**src/rtl/pipe_perf_counter_pkg.sv**
```systemverilog
`default_nettype none
// ============================================================================
// Module   : perf_pkg
// Purpose  : Shared definitions for the pipeline performance counter:
//            shadow-register read indices and the snapshot FSM state type.
// Revision : 1.0 - initial release
// ============================================================================
package perf_pkg;

    // Read index of each shadow register on sel_i
    localparam logic [1:0] SEL_CYCLE  = 2'd0;
    localparam logic [1:0] SEL_STALL  = 2'd1;
    localparam logic [1:0] SEL_FLUSH  = 2'd2;
    localparam logic [1:0] SEL_RETIRE = 2'd3;

    // Snapshot request/acknowledge handshake states
    typedef enum logic [1:0] {
        IDLE = 2'd0,
        ACK  = 2'd1,
        WAIT = 2'd2
    } snap_state_t;

endpackage
`default_nettype wire

```
**src/rtl/pipe_perf_counter_if.sv**
```systemverilog
`default_nettype none
// ============================================================================
// Module   : pipe_perf_counter_if
// Purpose  : Snapshot handshake and shadow read-out bus of the counter block.
//   snap_req_i : snapshot request level, held until acknowledged
//   sel_i      : shadow-register read index
//   snap_ack_o : one-cycle snapshot acknowledge
//   rdata_o    : selected shadow register
//   master = requester / reader, slave = counter block
// Revision : 1.0 - initial release
// ============================================================================
interface pipe_perf_counter_if #(
    parameter int WIDTH = 32
);
    logic             snap_req_i;
    logic [1:0]       sel_i;
    logic             snap_ack_o;
    logic [WIDTH-1:0] rdata_o;

    modport master (output snap_req_i, output sel_i, input snap_ack_o, input rdata_o);
    modport slave  (input snap_req_i, input sel_i, output snap_ack_o, output rdata_o);
endinterface
`default_nettype wire

```
**src/rtl/pipe_perf_counter_cell.sv**
```systemverilog
`default_nettype none
// ============================================================================
// Module   : perf_counter_cell
// Purpose  : One live event counter plus its snapshot shadow register.
//   clk_i, rst_i : clock, asynchronous active-low reset
//   i_inc        : qualified event for this cycle
//   i_en         : count enable
//   i_clear      : synchronous clear of the live count (wins over i_inc)
//   i_capture    : load shadow with the value the live count takes this edge
//   o_live       : live count
//   o_shadow     : frozen snapshot value
//   o_wrap       : high when the live count rolls over at this edge
// Revision : 1.0 - initial release
// ============================================================================
module perf_counter_cell #(
    parameter int WIDTH = 32
) (
    input  wire logic             clk_i,
    input  wire logic             rst_i,
    input  wire logic             i_inc,
    input  wire logic             i_en,
    input  wire logic             i_clear,
    input  wire logic             i_capture,
    output logic      [WIDTH-1:0] o_live,
    output logic      [WIDTH-1:0] o_shadow,
    output logic                  o_wrap
);
    localparam logic [WIDTH-1:0] c_one = {{(WIDTH-1){1'b0}}, 1'b1};

    logic [WIDTH-1:0] r_live;
    logic [WIDTH-1:0] r_shadow;
    logic [WIDTH-1:0] w_next;
    logic             w_step;

    assign w_step = i_en & i_inc & ~i_clear;
    assign w_next = i_clear ? '0 : (w_step ? r_live + c_one : r_live);
    assign o_wrap = w_step & (&r_live);

    // The shadow takes w_next, not r_live, so the capturing cycle's own
    // increment (or clear) is part of the snapshot.
    always_ff @(posedge clk_i or negedge rst_i) begin
        if (!rst_i) begin
            r_live   <= '0;
            r_shadow <= '0;
        end else begin
            r_live <= w_next;
            if (i_capture) begin
                r_shadow <= w_next;
            end
        end
    end

    assign o_live   = r_live;
    assign o_shadow = r_shadow;

endmodule
`default_nettype wire

```
**src/rtl/pipe_perf_counter.sv**
```systemverilog
`default_nettype none
// ============================================================================
// Module   : pipe_perf_counter
// Purpose  : Pipeline performance counters (cycles, load-use stalls, branch
//            flushes, retired instructions) with atomic snapshot and indexed
//            read-out of the frozen values.
//   clk_i, rst_i : clock, asynchronous active-low reset
//   en_i         : count enable
//   clear_i      : synchronous clear of live counters and ovf_o
//   stall_i      : hazard stall request
//   branch_i     : branch in ID (a stall with a branch is not a load-use stall)
//   flush_i      : branch flush
//   retire_i     : instruction retired from MEM/WB
//   snap_if      : snapshot request/ack and shadow read bus (slave side)
//   ovf_o        : sticky wrap flag of the live counters
// Revision : 1.0 - initial release
// ============================================================================
module pipe_perf_counter
    import perf_pkg::*;
#(
    parameter int WIDTH = 32
) (
    input  wire logic          clk_i,
    input  wire logic          rst_i,
    input  wire logic          en_i,
    input  wire logic          clear_i,
    input  wire logic          stall_i,
    input  wire logic          branch_i,
    input  wire logic          flush_i,
    input  wire logic          retire_i,
    pipe_perf_counter_if.slave snap_if,
    output logic               ovf_o
);
    snap_state_t      r_state;
    logic             r_ack;
    logic             r_ovf;
    logic             w_capture;
    logic [3:0]       w_inc;
    logic [3:0]       w_wrap;
    logic [WIDTH-1:0] w_shadow      [4];
    logic [WIDTH-1:0] w_live_unused [4];
    logic [WIDTH-1:0] w_rdata;

    // Bit order follows the SEL_* read indices.
    assign w_inc = {retire_i, flush_i, stall_i & ~branch_i, 1'b1};

    // Capture happens on the same edge the request is first seen in IDLE.
    assign w_capture = (r_state == IDLE) && snap_if.snap_req_i;

    generate
        for (genvar k = 0; k < 4; k++) begin : g_cell
            perf_counter_cell #(.WIDTH(WIDTH)) u_cell (
                .clk_i     (clk_i),
                .rst_i     (rst_i),
                .i_inc     (w_inc[k]),
                .i_en      (en_i),
                .i_clear   (clear_i),
                .i_capture (w_capture),
                .o_live    (w_live_unused[k]),
                .o_shadow  (w_shadow[k]),
                .o_wrap    (w_wrap[k])
            );
        end
    endgenerate

    // A request held through ACK/WAIT must drop before it can re-arm.
    always_ff @(posedge clk_i or negedge rst_i) begin
        if (!rst_i) begin
            r_state <= IDLE;
            r_ack   <= 1'b0;
        end else begin
            case (r_state)
                IDLE: begin
                    r_ack <= 1'b0;
                    if (snap_if.snap_req_i) begin
                        r_state <= ACK;
                        r_ack   <= 1'b1;
                    end
                end
                ACK: begin
                    r_state <= WAIT;
                    r_ack   <= 1'b0;
                end
                WAIT: begin
                    r_ack <= 1'b0;
                    if (!snap_if.snap_req_i) begin
                        r_state <= IDLE;
                    end
                end
                default: begin
                    r_state <= IDLE;
                    r_ack   <= 1'b0;
                end
            endcase
        end
    end

    always_ff @(posedge clk_i or negedge rst_i) begin
        if (!rst_i) begin
            r_ovf <= 1'b0;
        end else if (clear_i) begin
            r_ovf <= 1'b0;
        end else if (|w_wrap) begin
            r_ovf <= 1'b1;
        end
    end

    always_comb begin
        w_rdata = w_shadow[0];
        case (snap_if.sel_i)
            SEL_CYCLE:  w_rdata = w_shadow[0];
            SEL_STALL:  w_rdata = w_shadow[1];
            SEL_FLUSH:  w_rdata = w_shadow[2];
            SEL_RETIRE: w_rdata = w_shadow[3];
            default:    w_rdata = w_shadow[0];
        endcase
    end

    assign snap_if.snap_ack_o = r_ack;
    assign snap_if.rdata_o    = w_rdata;
    assign ovf_o              = r_ovf;

endmodule
`default_nettype wire

```
**src/flat_wrapper.sv**
```systemverilog
// flat-port wrapper written by rule: the top's interface ports become plain ports
module pipe_perf_counter_flat import perf_pkg::*;
#(
    parameter int WIDTH = 32
)
  (clk_i, rst_i, en_i, clear_i, stall_i, branch_i, flush_i, retire_i, ovf_o, snap_if_snap_req_i, snap_if_sel_i, snap_if_snap_ack_o, snap_if_rdata_o);
  pipe_perf_counter_if #(.WIDTH(WIDTH)) snap_if_i ();
  input  wire logic clk_i;
  input  wire logic rst_i;
  input  wire logic en_i;
  input  wire logic clear_i;
  input  wire logic stall_i;
  input  wire logic branch_i;
  input  wire logic flush_i;
  input  wire logic retire_i;
  output logic ovf_o;
  input wire logic [$bits(snap_if_i.snap_req_i)-1:0] snap_if_snap_req_i;
  input wire logic [$bits(snap_if_i.sel_i)-1:0] snap_if_sel_i;
  output wire logic [$bits(snap_if_i.snap_ack_o)-1:0] snap_if_snap_ack_o;
  output wire logic [$bits(snap_if_i.rdata_o)-1:0] snap_if_rdata_o;
  assign snap_if_i.snap_req_i = snap_if_snap_req_i;
  assign snap_if_i.sel_i = snap_if_sel_i;
  assign snap_if_snap_ack_o = snap_if_i.snap_ack_o;
  assign snap_if_rdata_o = snap_if_i.rdata_o;
  pipe_perf_counter #(.WIDTH(WIDTH)) u_core (.clk_i(clk_i), .rst_i(rst_i), .en_i(en_i), .clear_i(clear_i), .stall_i(stall_i), .branch_i(branch_i), .flush_i(flush_i), .retire_i(retire_i), .snap_if(snap_if_i), .ovf_o(ovf_o));
endmodule
```
**config.mk**
```make
export PLATFORM = sky130hd
export DESIGN_NAME = pipe_perf_counter_flat
export DESIGN_NICKNAME = d
export VERILOG_FILES = /design/src/rtl/pipe_perf_counter_pkg.sv /design/src/rtl/pipe_perf_counter_if.sv /design/src/rtl/pipe_perf_counter_cell.sv /design/src/rtl/pipe_perf_counter.sv /design/src/flat_wrapper.sv
export SDC_FILE = /design/constraint.sdc
export NUM_CORES = 1
export LEC_CHECK = 0
export CAP_MARGIN = 20
export CORE_MARGIN = 2
export CORE_UTILIZATION = 40
export DETAILED_ROUTE_END_ITERATION = 16
export MAX_ROUTING_LAYER = met4
export PLACE_DENSITY = 0.56
export RECOVER_POWER = 50
export SLEW_MARGIN = 20
export SYNTH_ARGS = -nofsm -noshare
export SYNTH_HDL_FRONTEND = slang
export SYNTH_SLANG_ARGS = --single-unit
```
**constraint.sdc**
```tcl
create_clock -name clk_i -period 4.2 [get_ports clk_i]
set_input_delay 0.42 -clock clk_i [delete_from_list [all_inputs] [get_ports clk_i]]
set_output_delay 0.42 -clock clk_i [all_outputs]
set_load 0.03 [all_outputs]
```
==> results of run 1 <==
layout by cell type (no fill, tap or decap), types with 15 or more instances in the layout:
cell             instances
xor2_1                  47
nor2_1                 142
inv_1                   21
nand3_1                 46
mux4_2                  32
nand4_1                 42
dfrtp_1                260
and3_1                  15
nand2_1                175
xnor2_1                 71
clkbuf_16               29
o21ai_0                 62
o31ai_1                 59
nor4_1                  23
and4_1                  19
clkdlybuf4s50_1         39
nor3_1                  27
cell usage after synthesis, types with 27 or more instances:
master	count	area [um2]
nor2_1	142	533
clkbuf_1	66	248
nand3_1	46	230
nand4_1	42	263
o31ai_1	59	443
nor3_1	27	135
mux4_2	32	721
o21ai_0	62	310
xor2_1	47	412
nand2_1	175	657
dfrtp_1	260	6510
xnor2_1	71	622
cell families after synthesis:
group,count (synthesis)
flops,260
mux,42
xor+xnor,118
buf+inv,92
simple gates,529
compound gates,129
fa+ha+maj,4
stage by stage:
step | total power, mW | cells
6_report | 5.40 | 1605
5_1_grt | 5.62 | 1605
4_1_cts | 5.48 | 1605
3_3_place_gp | 3.09 | 1555
2_1_floorplan | 2.90 | 1174
3_5_place_dp | 3.10 | 1555
registers in the layout, indices dropped and copies added, names as in the netlist:
register and cells:
u_core.g_cell.u_cell.o_shadow 128, u_core.g_cell.u_cell.o_live 128, u_core.r_state 2, u_core.snap_if.snap_ack_o 1, u_core.ovf_o 1
final cells by class:
class / count / area share
tap: 390 / 0.0353
clock buffer: 44 / 0.0610
inverter: 21 / 0.00571
sequential: 260 / 0.471
clock inverter: 6 / 0.00263
timing repair buffer: 62 / 0.0427
multi-input combinational: 822 / 0.382
report_power, final:
group	switching, mW	internal, mW
registers	0.0250	2.54
logic	0.378	0.0918
clock network	1.00	1.37
worst max-delay path, stage by stage:
cell and delay, ns:
clkdlybuf4s50_1 0.42, or3b_1 1.57, buf_4 0.89, nand2_1 0.13, o21ai_0 0.12
metal layers:
layer,up-vias,global-route usage,share of wire
li1,4149,-,-
met1,4434,0.316,0.49
met2,156,0.329,0.46
met3,33,0.0277,0.038
met4,0,0.0441,0.014
met5,-,-,0
worst paths after layout:
| kind | from | to | depth (start not counted) |
|---|---|---|---|
| worst max-delay path | snap_if_snap_req_i | u_core.g_cell[2].u_cell.o_shadow[15]$_DFFE_PN0P_ | 5 |
| worst min-delay path | clear_i | u_core.g_cell[2].u_cell.o_live[1]$_DFF_PN0_ | 2 |
| worst max register to register | u_core.r_state[1]$_DFFE_PN0P_ | u_core.g_cell[2].u_cell.o_shadow[15]$_DFFE_PN0P_ | 4 |
| worst min register to register | u_core.g_cell[2].u_cell.o_shadow[23]$_DFFE_PN0P_ | u_core.g_cell[2].u_cell.o_shadow[23]$_DFFE_PN0P_ | 2 |
| max in group asynchronous | rst_i | u_core.g_cell[1].u_cell.o_live[0]$_DFF_PN0_ | 2 |
| min in group asynchronous | rst_i | u_core.r_state[1]$_DFFE_PN0P_ | 1 |
==> results by group, run 1 <==
Status
  • Status: finished with violations
  • Failing checks: max-capacitance violations, max-slew violations

STA
  • Worst slew pin tran: 3.09 ns
  • Slew headroom: -1.06
  • Tmin final: 3.19 ns
  • RSZ-0062 raised after global routing: false
  • Worst hold slack: 0.333 ns
  • Final clock skew: 0.0152 ns
  • Final setup violation count: 0
  • Max Clk Rate: 0.313 GHz
  • Setup ws final: 1.01 ns
  • Fin Setup TNS: 0 ns
  • Count of final max-slew check failures: 179
  • Final Hold Violating Endpoints: 0
  • Final worst path period share: 0.761

Drt
  • Vias post-DR: 8772
  • DRC: 0
  • Detailed Routing Iterations Pass 1: 5
  • Post-DR vias/cell: 5.47
  • Final wirelength: 31.7 mm
  • DR WL/cell: 19.8 um
  • Detail Route Antenna Nets: 0
  • Iter 0 DRT Violations: 743

Placed design
  • DP Worst Slack: 1.02 ns
  • Port bufs: 44
  • HPWL after detailed placement: 21.7 mm
  • Final Wtd Congestion: 0.838
  • Area after DPL: 0.0130 mm2

Synthesis
  • Simple-Gate Fraction of Synth Area: 0.210
  • Yosys warning count: 0
  • Post-synthesis cell type count: 42
  • Mux contribution to synthesized area: 0.0682
  • Largest family of logic cells by synthesized area: simple AND/OR/NAND/NOR gates
  • Synth Flop Type: dfrtp_1
  • Synthesized flop and latch total: 260
  • Post-synth EDFFs: 0
  • Post-Syn Area: 0.0121 mm2
  • Ys async rst share: 1.00
  • Mapped Nets: 1189
  • Syn Inst Count: 1174
  • Post-Synth XOR/XNOR Area: 0.0854
  • Post-synthesis sequential area ratio: 0.537
  • Syn Area/Cell: 10.3 um2
  • Synth Area in Adders: 0.00413
  • Area fraction in compound gates after synthesis: 0.0666

Worst setup path
  • Data required time of the critical path: 4.65 ns
  • Crit-path max FO: 84
  • Critical path type: in -> reg
  • R2r setup slk: 1.01 ns
  • Worst Setup End Kind: flop
  • Critical path launch point type: primary input
  • Worst Path Arrival: 3.65 ns

Finish
  • Final net count: 1211
  • Seq. cell area: 0.00651 mm2
  • Multi-input logic area: 0.00527 mm2
  • Syn-to-layout area delta: 14.1%
  • Fillers: 2776
  • Share of cells above drive strength 1: 0.0881
  • Final Core Density: 0.465
  • Final antenna diode count: 0
  • Design area: 0.0138 mm2

Die
  • Die area: 0.0317 mm2
  • Die X: 178 um
  • Initial Util: 0.407
  • FP Rows: 63
  • Die Height: 178 um
  • Ports: 45
  • Core area: 0.0297 mm2

GRT
  • First-pass GRT wire length: 51.4 mm
  • Vias in the first global route: 8714
  • GRT Util Overall: 0.217
  • Antenna violations before repair: 0
  • Largest net degree at the start of global routing: 118
  • Total grt overflow: 0

Flow run
  • Max cap viols: 2

Clock network
  • Clock transition at path regs: 0.06 ns
  • Clock Tree Root: clkbuf_16
  • Max Root-Sink Buffers: 3
  • Worst-Skew Late Latency: 0.55 ns
  • CTS H-tree lvls: 1
  • Hold-fix buffers, CTS: 0
  • Post-CTS Setup Inserts: 0
  • CTS tree: yes
  • Sink Count: 260
  • Num CTS Buffers: 29
  • Post_cts resized: 0

Hold path
  • Hold/Removal Path Class: in -> reg

Power
  • Leakage: 5.72 nW
  • P per Cell Area: 391 mW/mm2
  • Worst vdd ir: 0.246 mV
Power figures use the tool's default switching activity.
==> run 2, diff against run 1 <==
==> constraint.sdc (replaced) <==
create_clock -name clk_i -period 3.3 [get_ports clk_i]
set_input_delay 0.33 -clock clk_i [delete_from_list [all_inputs] [get_ports clk_i]]
set_output_delay 0.33 -clock clk_i [all_outputs]
set_load 0.03 [all_outputs]
==> run 2 against run 1 <==
- the flow now finishes without violations
- core utilization rose by 0.66 points
- register-to-register slack got worse by 0.08 ns
- wire length grew 2.1%
- clock power rose by 45%
- global-route usage grew 0.12 points
- critical path depth decreased by 1
- power up 36%
- final area increased by 1.4%
==> results by group, run 2 (same netlist as run 1, synthesis figures left out) <==
STA
  • Final clock skew: 0.00894 ns
  • Final Hold Violating Endpoints: 0
  • Worst slew pin tran: 1.41 ns
  • Fin Setup TNS: 0 ns
  • Slew headroom: 0.0623
  • Final setup violation count: 0
  • RSZ-0062 raised after global routing: false
  • Worst hold slack: 0.139 ns
  • Max Clk Rate: 0.400 GHz
  • Final worst path period share: 0.757
  • Tmin final: 2.50 ns
  • Count of final max-slew check failures: 0

Worst setup path
  • Worst setup path startpoint: snap_if_sel_i[1]
  • RR Startpoint: u_core.g_cell[1].u_cell.o_live[6]$_DFF_PN0_
  • R2r setup slk: 0.93 ns
  • Critical path launch point type: primary input
  • R2r worst-path depth: 5
  • Worst Setup End Kind: output port
  • Critical path type: in -> out
  • Data required time of the critical path: 2.97 ns
  • Worst Path Arrival: 2.17 ns
  • Crit-path max FO: 20
  • FF-to-FF End: u_core.g_cell[1].u_cell.o_shadow[31]$_DFFE_PN0P_
  • Worst setup path end: snap_if_rdata_o[23]

GRT
  • Total grt overflow: 0
  • Met1 Usage GRT: 0.319
  • Most Used Layer, Global Route: met2
  • Routing usage on met3: 0.0283
  • Vias in the first global route: 8742
  • First-pass GRT wire length: 51.4 mm
  • GR Util met2: 0.326
  • Largest net degree at the start of global routing: 125
  • GRT Util Overall: 0.218
  • Antenna violations before repair: 0

Power
  • P per Cell Area: 524 mW/mm2
  • Worst vdd ir: 0.368 mV
  • Leakage: 5.81 nW

Drt
  • Detailed Routing Iterations Pass 1: 5
  • DRC: 0
  • Vias post-DR: 8823
  • DR WL/cell: 20.1 um
  • Post-DR vias/cell: 5.46
  • Detail Route Antenna Nets: 0
  • Iter 0 DRT Violations: 594
  • Final wirelength: 32.4 mm

Finish
  • Final Core Density: 0.471
  • Final std cells w/o fill: 1615
  • Most common cell after layout, fill and taps aside: dfrtp_1
  • Share of cells above drive strength 1: 0.0980
  • Final net count: 1218
  • Fillers: 2759
  • Most frequent cells in the layout: dfrtp_1, nand2_1, nor2_1
  • Design area: 0.0140 mm2
  • Syn-to-layout area delta: 15.7%
  • Final antenna diode count: 0

Placed design
  • HPWL after detailed placement: 22.2 mm
  • Placed cells: 1561
  • Port bufs: 44
  • Area after DPL: 0.0130 mm2
  • Final Wtd Congestion: 0.815

Clock network
  • Clock Tree Root: clkbuf_16
  • Sink Count: 260
  • CTS tree: yes
  • Max Root-Sink Buffers: 3
  • Clock transition at path regs: 0.06 ns
  • Num CTS Buffers: 29
  • CTS H-tree lvls: 1
  • Worst-Skew Late Latency: 0.55 ns

Die
  • Initial Util: 0.407
  • Core area: 0.0297 mm2
  • FP Rows: 63
  • Die area: 0.0317 mm2
  • Die X: 178 um
  • Die Height: 178 um
  • Ports: 45

Flow run
  • Max cap viols: 0

Hold path
  • Hold wc startpoint: clear_i
  • Hold/Removal Path Class: in -> reg

Status
  • Status: finished clean
==> run 2: timing repair <==
| item | CTS | global route |
|---|---|---|
| setup buffers | 0 | 0 |
| hold buffers | 1 | 0 |
| resized for setup | 0 | 0 |
| hold endpoints to repair | 87 | 0 |
==> run 2: metrics by stage <==
stage               worst slack (ns)  power (mW)
finish                         0.801        7.34
global route                   0.688        7.60
CTS                            0.814        7.42
detailed placement             0.362        3.98
global placement               0.407        3.97
floorplan                       1.16        3.69
==> run 2: how the worst min path moves through the flow <==
stage	to	slack [ns]	cells after the start
6_report	u_core.g_cell[3].u_cell.o_live[1]$_DFF_PN0_	0.14	2
5_1_grt	u_core.g_cell[3].u_cell.o_live[1]$_DFF_PN0_	0.15	2
4_1_cts	u_core.g_cell[3].u_cell.o_live[4]$_DFF_PN0_	0.13	2
3_5_place_dp	u_core.r_state[1]$_DFFE_PN0P_	0.42	1
3_3_place_gp	u_core.r_state[1]$_DFFE_PN0P_	0.42	1
2_1_floorplan	u_core.g_cell[0].u_cell.o_live[0]$_DFF_PN0_	0.03	0
==> run 2: final cells by class <==
| type | count | area [um2] | share of cell area |
|---|---|---|---|
| clock buffers | 34 | 774 | 0.0553 |
| clock inverters | 19 | 246 | 0.0176 |
| inverters | 21 | 78.8 | 0.00563 |
| multi-input cells | 822 | 5270 | 0.376 |
| flip-flops and latches | 260 | 6510 | 0.464 |
| well taps | 390 | 488 | 0.0348 |
| repair buffers | 69 | 643 | 0.0459 |
==> run 2: per-layer routing <==
layer / wire length [um] / vias up
met5: 0 / -
met4: 626 / 0
met3: 1470 / 39
met2: 14600 / 181
met1: 15700 / 4440
li1: - / 4163
==> run 2: critical path, cell delays in order <==
cell             delay [ns]
buf_2                  0.54
buf_4                  0.31
mux4_2                 0.35
clkdlybuf4s50_1        0.61
==> run 2: power breakdown <==
| part | leakage [nW] | switching, mW | internal [mW] |
|---|---|---|---|
| registers | 3.62 | 0.0319 | 3.23 |
| clock network | 0.496 | 1.36 | 2.07 |
| logic | 1.69 | 0.502 | 0.130 |
| total | 5.81 | 1.90 | 5.44 |
